### config.mk
export PLATFORM = sky130hd
export DESIGN_NAME = adder
export DESIGN_NICKNAME = d
export VERILOG_FILES = /design/src/rtl/adder_pkg.sv /design/src/rtl/adder_cla4.sv /design/src/rtl/adder.sv
export SDC_FILE = /design/constraint.sdc
export NUM_CORES = 1
export LEC_CHECK = 0
export BUFFER_PORTS_ARGS = -buffer_cell sky130_fd_sc_hd__buf_2
export CAP_MARGIN = 20
export CORE_MARGIN = 2
export CORE_UTILIZATION = 44
export DETAILED_ROUTE_END_ITERATION = 12
export PLACE_DENSITY = 0.79
export SKIP_CTS_REPAIR_TIMING = 1
export SLEW_MARGIN = 20
export SYNTH_ARGS = -nofsm -noshare
export SYNTH_HDL_FRONTEND = slang
export SYNTH_SLANG_ARGS = --single-unit
### constraint.sdc
create_clock -name clk -period 4 [get_ports clk]
set_clock_uncertainty 0.1 [all_clocks]
set_input_delay 0.6 -clock clk [delete_from_list [all_inputs] [get_ports clk]]
set_output_delay 0.6 -clock clk [all_outputs]
set_load 0.005 [all_outputs]
### src/rtl/adder_pkg.sv
`default_nettype none
// ============================================================================
// Module   : adder_pkg
// Purpose  : Shared width, flag-index constants and flag type for the adder.
// Revision : 1.0  initial release
// ============================================================================
package adder_pkg;

   localparam int ADDER_WIDTH = 16;

   // Bit positions inside the packed {N,Z,C,V} flag vector
   localparam int FLAG_V = 0;
   localparam int FLAG_C = 1;
   localparam int FLAG_Z = 2;
   localparam int FLAG_N = 3;

   typedef logic [3:0] adder_flags_t;

   function automatic adder_flags_t pack_flags(
      input logic n,
      input logic z,
      input logic c,
      input logic v
   );
      adder_flags_t f;
      f         = '0;
      f[FLAG_N] = n;
      f[FLAG_Z] = z;
      f[FLAG_C] = c;
      f[FLAG_V] = v;
      return f;
   endfunction

endpackage
`default_nettype wire

### src/rtl/adder_cla4.sv
`default_nettype none
// ============================================================================
// Module   : cla4
// Purpose  : 4-bit carry-lookahead slice with group propagate/generate.
// Revision : 1.0  initial release
// ============================================================================
module cla4 (
   input  logic [3:0] a,
   input  logic [3:0] b,
   input  logic       cin,
   output logic [3:0] s,
   output logic       cout,
   output logic       p,
   output logic       g
);

   logic [3:0] w_p;
   logic [3:0] w_g;
   logic [3:1] w_c;

   assign w_p = a ^ b;
   assign w_g = a & b;

   // Every internal carry is a flat sum-of-products of the slice inputs
   assign w_c[1] = w_g[0] | (w_p[0] & cin);
   assign w_c[2] = w_g[1] | (w_p[1] & w_g[0]) | (w_p[1] & w_p[0] & cin);
   assign w_c[3] = w_g[2] | (w_p[2] & w_g[1]) | (w_p[2] & w_p[1] & w_g[0])
                 | (w_p[2] & w_p[1] & w_p[0] & cin);

   assign p = &w_p;
   assign g = w_g[3] | (w_p[3] & w_g[2]) | (w_p[3] & w_p[2] & w_g[1])
            | (w_p[3] & w_p[2] & w_p[1] & w_g[0]);

   assign cout = g | (p & cin);
   assign s    = w_p ^ {w_c[3], w_c[2], w_c[1], cin};

endmodule
`default_nettype wire

### src/rtl/adder.sv
`default_nettype none
// ============================================================================
// Module   : adder
// Purpose  : Combinational add with registered result and {N,Z,C,V} flags.
//            ADDER_SUB_EN adds a 'sub' input selecting a - b.
// Revision : 1.0  initial release
// ============================================================================
module adder
   import adder_pkg::*;
#(
   parameter int WIDTH = ADDER_WIDTH
) (
   input  logic             clk,
   input  logic             rst,
   input  logic [WIDTH-1:0] a,
   input  logic [WIDTH-1:0] b,
`ifdef ADDER_SUB_EN
   input  logic             sub,
`endif
   output logic [WIDTH-1:0] result,
   output logic             carry,
   output logic             ovf,
   output logic [WIDTH-1:0] result_q,
   output adder_flags_t     flags_q
);

   localparam int c_nslice = WIDTH / 4;

   logic [WIDTH-1:0]    w_b_eff;
   logic                w_cin;
   logic [c_nslice:0]   w_c;
   logic [c_nslice-1:0] w_gp;
   logic [c_nslice-1:0] w_gg;
   logic [c_nslice-1:0] w_cout;
   logic                w_unused_cout;
   logic                w_zero;
   adder_flags_t        w_flags;

   logic [WIDTH-1:0]    r_result_q;
   adder_flags_t        r_flags_q;

   // Subtraction is a + ~b + 1, so the inverted operand also feeds ovf
`ifdef ADDER_SUB_EN
   assign w_b_eff = b ^ {WIDTH{sub}};
   assign w_cin   = sub;
`else
   assign w_b_eff = b;
   assign w_cin   = 1'b0;
`endif

   assign w_c[0] = w_cin;

   generate
      for (genvar i = 0; i < c_nslice; i++) begin : g_slice
         cla4 u_cla4 (
            .a    (a[4*i +: 4]),
            .b    (w_b_eff[4*i +: 4]),
            .cin  (w_c[i]),
            .s    (result[4*i +: 4]),
            .cout (w_cout[i]),
            .p    (w_gp[i]),
            .g    (w_gg[i])
         );
         // Slice-to-slice carry rippled from the group propagate/generate
         assign w_c[i+1] = w_gg[i] | (w_gp[i] & w_c[i]);
      end
   endgenerate

   // The slice couts duplicate the group ripple; only the top one is driven out
   assign w_unused_cout = ^w_cout;

   assign carry  = w_c[c_nslice];
   assign ovf    = (a[WIDTH-1] == w_b_eff[WIDTH-1]) && (result[WIDTH-1] != a[WIDTH-1]);
   assign w_zero = (result == '0);

   assign w_flags = pack_flags(result[WIDTH-1], w_zero, carry, ovf);

   always_ff @(posedge clk) begin
      if (rst) begin
         r_result_q <= '0;
         r_flags_q  <= '0;
      end else begin
         r_result_q <= result;
         r_flags_q  <= w_flags;
      end
   end

   assign result_q = r_result_q;
   assign flags_q  = r_flags_q;

endmodule
`default_nettype wire

; Word-level counts from Yosys, hierarchy flattened
; Index checks and enable logic that the tools add are counted.
[op_classes]
n_eq_ne = 2
n_reduce_logical = 5
n_bitwise = 102
[ops]
columns = op, count
row1 = $and 1x1->1, 54
row2 = $or 1x1->1, 36
row3 = $xor 4x4->4, 8
row4 = $and 4x4->4, 4
row5 = $logic_not 16->1, 1
row6 = $reduce_and 4->1, 3
row7 = $eq 1x1->1, 1
row8 = $logic_and 1x1->1, 1
row9 = $ne 1x1->1, 1
[totals]
regBits = 20
inputBits = 34

; Longest topological paths before layout
; Gate-level depths: netlist of the first run.
[logic_depth]
ltp_word = 14
mapped_depth = 12
depth_no_buf = 12

; Modules after synthesis
; A second synthesis of the first run with hierarchy kept.
[unflattened]
hier_cells = 141
area_unflattened_um2 = 1342.5
[modules_own_cells]
columns = module, area_per_inst_um2, instances, cells_per_inst, seq_area_each_um2
row1 = adder, 600.6, 1, 53, 380.4
row2 = cla4 at g_slice[1].u_cla4 ..., 182.7, 3, 22, 0.0
row3 = cla4 at g_slice[0].u_cla4, 193.9, 1, 22, 0.0

; Worst setup path after synthesis of the first run
; No wires, ideal clock.
[synth_path]
path_kind = input -> register
from = input port a[2]
to = register r_flags_q[2] (netlist: flags_q[2])
path_slack_ns = 0.870
arrival_time_ns = 2.942
stages = 12
path_buffers = 0
cell_sequence = ha_1 a41oi_2 o21a_1 o211ai_1 a31oi_1 o21bai_1 fa_1 nor4_1 nand2_1 nor3_1 o31ai_1 nor4_2
[synth_lines]
columns = item, line_no
row1 = "start, declared", adder.sv:15  ; input logic [WIDTH-1:0] a,
row2 = $and 4x4->4 or $xor 4x4->4 (tied branches), "adder_cla4.sv:22, adder_cla4.sv:21"
row3 = "$and 1x1->1, on equally long branches", "adder_cla4.sv:31, adder_cla4.sv:32"
row4 = "$or 1x1->1, or another cell as far along", adder_cla4.sv:31  ; assign g = w_g[3] | (w_p[3] & w_g[2]) | (w_p[3] & w_p[2] & w_g[1])
row5 = $or 1x1->1 or $and 1x1->1 (tied branches), "adder_cla4.sv:31, adder_cla4.sv:32"
row6 = $or 1x1->1 *, adder_cla4.sv:32  ; | (w_p[3] & w_p[2] & w_p[1] & w_g[0]);
row7 = $and 1x1->1 *, -
row8 = $or 1x1->1 *, -
row9 = $and 1x1->1 *, -
row10 = $or 1x1->1 *, -
row11 = $xor 4x4->4 *, adder_cla4.sv:35  ; assign s = w_p ^ {w_c[3], w_c[2], w_c[1], cin};
row12 = net result[12], adder.sv:20  ; output logic [WIDTH-1:0] result,
row13 = $logic_not 16->1 *, adder.sv:74  ; assign w_zero = (result == '0);
row14 = "end signal, assigned", adder.sv:84  ; r_flags_q <= w_flags;
row15 = "end, declared", adder.sv:40  ; adder_flags_t r_flags_q;
; The timed path passes the listed nets; every way through them passes the cells marked *.
; A chain may end at the register's enable or synchronous reset.

; Worst setup path in the final report of the first run
[layout_path]
from = input port a[2]
to = output port result[13]
[layout_between]
elab_chain_cells = 12
[layout_rtl]
columns = item, line_no
row1 = $and 4x4->4 or $xor 4x4->4 (tied branches), "adder_cla4.sv:22, adder_cla4.sv:21"
row2 = "$and 1x1->1, on equally long branches", "adder_cla4.sv:31, adder_cla4.sv:32"
row3 = "$or 1x1->1, or another cell as far along", adder_cla4.sv:31
row4 = $or 1x1->1 or $and 1x1->1 (tied branches), "adder_cla4.sv:31, adder_cla4.sv:32"
row5 = $or 1x1->1 *, adder_cla4.sv:32
row6 = $and 1x1->1 *, -
row7 = $or 1x1->1 *, -
row8 = $and 1x1->1 *, -
row9 = $or 1x1->1 *, -
row10 = $and 1x1->1 *, adder_cla4.sv:25  ; assign w_c[1] = w_g[0] | (w_p[0] & cin);
row11 = $or 1x1->1 *, adder_cla4.sv:25
row12 = $xor 4x4->4 *, adder_cla4.sv:35
row13 = "end, declared", adder.sv:20
; Every way passes the cells marked *; elsewhere a longest branch is shown, timed or not.

==> results of run 1 <==
==> worst min-delay path by stage <==
stage / startpoint / end / cells past startpoint
6_report: b[0] / result_q[0] / 3
5_1_grt: a[15] / flags_q[0] / 3
4_1_cts: rst / result_q[2] / 2
3_5_place_dp: result_q[4] / result_q[4] / 1
3_3_place_gp: a[15] / flags_q[0] / 3
2_1_floorplan: a[15] / flags_q[0] / 2
==> state kept, by name (all words and copies together), names as in the netlist <==
name and flops:
result_q 15, flags_q 4
==> power groups by stage <==
| stage | clock (mW) | combinational [mW] | sequential, mW |
|---|---|---|---|
| detailed placement | 0 | 0.257 | 0.221 |
| finish | 0.0903 | 0.256 | 0.217 |
| floorplan | 0 | 0.154 | 0.226 |
| CTS | 0.0933 | 0.258 | 0.217 |
| global route | 0.0989 | 0.286 | 0.219 |
| global placement | 0 | 0.255 | 0.222 |
==> metrics by stage <==
step | total power [mW] | cells | setup WS, ps | hold slack (ps) | util
6_report | 0.563 | 245 | 553 | 585 | 0.617
5_1_grt | 0.604 | 245 | 364 | 588 | 0.617
4_1_cts | 0.569 | 245 | 535 | 587 | 0.617
3_5_place_dp | 0.479 | 241 | 533 | 874 | 0.607
3_3_place_gp | 0.476 | 241 | 575 | 838 | 0.607
2_1_floorplan | 0.380 | 142 | 870 | 707 | -
==> cell families (layout without fill, tap and decap cells) <==
| kind of cell | count (synthesis) | count (layout) | share of synthesized area |
|---|---|---|---|
| buffers and inverters | 13 | 85 | 0.0397 |
| XOR/XNOR | 10 | 10 | 0.0803 |
| flip-flops | 19 | 19 | 0.287 |
| AO/OA/AOI/OAI | 31 | 31 | 0.178 |
| adder cells (fa/ha/maj) | 20 | 20 | 0.212 |
| multiplexers | 2 | 2 | 0.0151 |
| AND/OR/NAND/NOR | 47 | 47 | 0.189 |
==> cells in the final DEF, fill, tap and decap left out, types with 3 or more instances in the layout <==
master,count
buf_2,71
dfxtp_1,19
ha_1,16
nor2b_1,12
nor2_1,12
inv_1,10
a21oi_1,7
xnor2_1,7
nand2_1,6
o21ai_0,5
nand2b_1,4
fa_1,4
nand3_1,3
clkbuf_4,3
==> final cells by class <==
cell class | instances | area, um^2
Clock buffer | 4 | 26.3
Fill cell | 258 | 1070
Inverter | 10 | 37.5
Multi-Input combinational cell | 110 | 892
Sequential cell | 19 | 380
Tap cell | 31 | 38.8
Timing Repair Buffer | 71 | 355
==> routing by layer <==
metal	routed length, um	track usage
met4	27	0.0390
met5	0	0
met1	1210	0.202
met3	160	0.0110
met2	1470	0.300
==> results.json, run 1 <==
{
  "outcome": "finished with violations",
  "failed_checks": "DRC",
  "p_seq_frac": 0.385,
  "cts_root_buf": "clkbuf_4",
  "fin_setup_tns_ps": 0,
  "yosysMostFrequentCell": "dfxtp_1",
  "finalCriticalPeriod_ps": 3450,
  "worstSetupPathType": "in2out",
  "endpoint": "result[13]",
  "cp_cell_sequence": "buf_2 > ha_1 > a41oi_2 > o21a_1 > o211ai_1 > a31oi_1 > o21bai_1 > fa_1 > xnor2_1 > inv_1 > buf_2",
  "synth_edf_count": 0,
  "rsz0062_at_grt": "no",
  "diodes": 0,
  "synth_ff_type": "dfxtp_1",
  "drt_iter0_drc": 21,
  "switchingPower_mw": 0.188,
  "end_kind": "primary output",
  "drt-vias-per-instance": 5.07,
  "wl_mm": 2.87,
  "async_flop_share": 0,
  "path_clk_slew_ps": 100,
  "dieArea_mm2": 0.00347,
  "synth.area.top_cells": "dfxtp_1, ha_1, fa_1",
  "routabilityCongestion": 0.794,
  "yosysTopAreaCellShare": 0.287,
  "yosysWarnings": 0,
  "rows": 19,
  "syn_to_final_growth_pct": 30.6,
  "cts_made_buffers": 3,
  "clkPwrFrac": 0.160,
  "ant_nets": 0,
  "fin_nets": 269,
  "setup_viol": 0,
  "yosys.area.top_type": "dfxtp_1",
  "io_buffers": 71,
  "crit_buf_inv": 3,
  "first_pass_iters": 8,
  "drv_slew": 0,
  "fmax_mhz": 290,
  "synth_cells": 142,
  "p_int_mw": 0.376,
  "power_density_mw_per_mm2": 326,
  "netlist-cell-type-count": 39,
  "combPwrFrac": 0.455,
  "synth_common_cells": "dfxtp_1, ha_1, nor2_1, nor2b_1, inv_1",
  "cp_slowest_stage_delay_ps": 380,
  "core_area_mm2": 0.00281,
  "synth_area_per_cell_um2": 9.33,
  "hold_class": "in2reg",
  "peakVddDrop_v": 0.000155,
  "hpwl_mm": 2.49,
  "clk_path_buf_depth": 2,
  "grt_pass1_wl_mm": 4.43,
  "start_kind": "primary input",
  "design_area_mm2": 0.00173,
  "p_leak_nw": 0.873,
  "dpl-instance-area_mm2": 0.00170,
  "crit_arrival_ps": 2750,
  "htreeDepth": 1,
  "overflow": 0,
  "drive_above_1_share": 0.383,
  "slowest_stage": "fa_1",
  "post_drt_wl_per_cell_um": 11.7,
  "synth_area_mm2": 0.00133,
  "slew_headroom": 0.758,
  "cp.required_ps": 3300,
  "cp_max_fo": 4,
  "die_x_um": 58.9,
  "fin_crit_sh": 0.862,
  "cts_tree": "done",
  "cpMostUsedCell": "buf_2",
  "max_slew.worst_pin.slew_ps": 359,
  "p_sw_frac": 0.334,
  "grt_max_degree": 20,
  "crit_family": "compound AO/OA/AOI/OAI gates",
  "maxCapViolations": 0,
  "die_y_um": 58.9,
  "synth_nets": 196,
  "io_pins": 72,
  "ys_seq_area_frac": 0.287,
  "vias": 1243,
  "grt_use_total": 0.162,
  "timing_hold_violations_final": 0,
  "ys_ff_latch": 19,
  "grt_pass1_vias": 1029,
  "drc": 5,
  "startpoint": "a[2]",
  "crit_cells": 11,
  "clkSinkCount": 19,
  "antenna_found_initial": 0,
  "initial_core_util": 0.472
}
No activity file was read; power rests on OpenSTA's default activity.
==> run 2: changes to the inputs <==
- CORE_UTILIZATION: 44 -> 40
- PLACE_DENSITY: 0.79 -> 0.76
- clock period: 4 -> 2.9 ns (I/O delays scaled with it)
==> results.json, run 2 (synthesis gave the netlist of run 1 again) <==
{
  "outcome": "finished with violations",
  "failed_checks": "setup timing",
  "grt_pass1_wl_mm": 4.89,
  "diodes": 0,
  "path_clk_slew_ps": 100,
  "rows": 20,
  "syn_to_final_growth_pct": 53.1,
  "cp.required_ps": 2370,
  "drt-vias-per-instance": 4.92,
  "antenna_found_initial": 0,
  "end_kind": "primary output",
  "vias": 1372,
  "p_leak_nw": 0.985,
  "power_mw": 0.877,
  "routabilityCongestion": 0.868,
  "first_pass_iters": 4,
  "rsz0062_at_grt": "yes",
  "power_density_mw_per_mm2": 432,
  "drc": 0,
  "grt_use_total": 0.170,
  "grt_pass1_vias": 1172,
  "grt_max_degree": 20,
  "hpwl_mm": 2.82,
  "finalCriticalPeriod_ps": 2930,
  "cp_max_fo": 4,
  "hold_class": "in2reg",
  "maxCapViolations": 0,
  "max_slew.worst_pin.slew_ps": 400,
  "clk_path_buf_depth": 2,
  "setup_viol": 3,
  "initial_core_util": 0.427,
  "drv_slew": 0,
  "final_cell_mix": "buf_2, buf_4, dfxtp_1",
  "crit_arrival_ps": 2390,
  "worstSetupPathType": "in2out",
  "dp_slack_ps": -232,
  "fin_crit_sh": 1.01,
  "post_drt_wl_per_cell_um": 13.1,
  "die_y_um": 61.6,
  "die_x_um": 61.6,
  "min_from": "a[15]",
  "peakVddDrop_v": 0.000176,
  "cts_tree": "done",
  "core_area_mm2": 0.00310,
  "drive_above_1_share": 0.485,
  "timing_hold_violations_final": 0,
  "dieArea_mm2": 0.00379,
  "startpoint": "b[3]",
  "cts_root_buf": "clkbuf_4",
  "final_common_cell": "buf_2",
  "largest_reg_flops": 15,
  "drt_iter0_drc": 28,
  "wl_mm": 3.64,
  "dpl-instance-area_mm2": 0.00187,
  "fillers": 261,
  "io_pins": 72,
  "fmax_mhz": 341,
  "ant_nets": 0,
  "worst_slack_ps": -29.0,
  "io_buffers": 71,
  "fin_nets": 290,
  "overflow": 0,
  "fin_util": 0.654,
  "slew_headroom": 0.732,
  "cts_made_buffers": 3,
  "start_kind": "primary input",
  "clkSinkCount": 19,
  "design_area_mm2": 0.00203,
  "holdPathEnd": "flags_q[0]",
  "htreeDepth": 1,
  "min_path_cells": 3
}
[run 2: cell count changes in the layout (fill, tap and decap cells not counted), moves of 5 or more]
| cell | delta |
|---|---|
| buf_4 | +20 |
| buf_6 | +6 |
| ha_1 | -6 |
| buf_2 | -5 |
| ha_4 | +5 |
[run 2: worst max-delay path, cell delays in order]
cell and delay (ps):
buf_6 100, ha_4 240, a41oi_2 180, o21a_1 210, o211ai_1 100, a31oi_1 240
o21bai_1 140, fa_2 580, buf_6 110, buf_6 80
[run 2: per-stage QoR]
stage          setup TNS [ps]  hold WS, ps  instances
2_1_floorplan               0          542        142
5_1_grt                  -420          415        279
3_3_place_gp             -204          693        274
4_1_cts                  -160          380        278
3_5_place_dp             -401          691        274
6_report                -59.6          389        279
[run 2: worst max path at each step]
stage / slack [ps] / depth (start not counted) / endpoint
floorplan: 1 / 12 / flags_q[2]
global placement: -100 / 13 / flags_q[2]
detailed placement: -230 / 13 / flags_q[2]
CTS: -130 / 11 / result[13]
global route: -180 / 13 / flags_q[2]
finish: -30 / 10 / result[12]
[run 2: routing by layer]
metal	up-vias	wire, um	track usage
met2	53	1920	0.316
met1	627	1420	0.201
li1	685	-	-
met5	-	0	0
met3	7	229	0.0126
met4	0	70	0.0638
[run 2: area by class of cell]
class | instances | area (um^2) | share of cell area
multi-input cells | 110 | 981 | 0.484
flip-flops and latches | 19 | 380 | 0.188
repair buffers | 92 | 548 | 0.270
inverters | 10 | 37.5 | 0.0185
clock buffers | 4 | 26.3 | 0.0130
well taps | 44 | 55.1 | 0.0271
[run 2: where the power goes]
part	switching [mW]	internal, mW	total [mW]
clock	0.0767	0.0537	0.130
combinational	0.214	0.234	0.448
sequential	0.00609	0.292	0.298
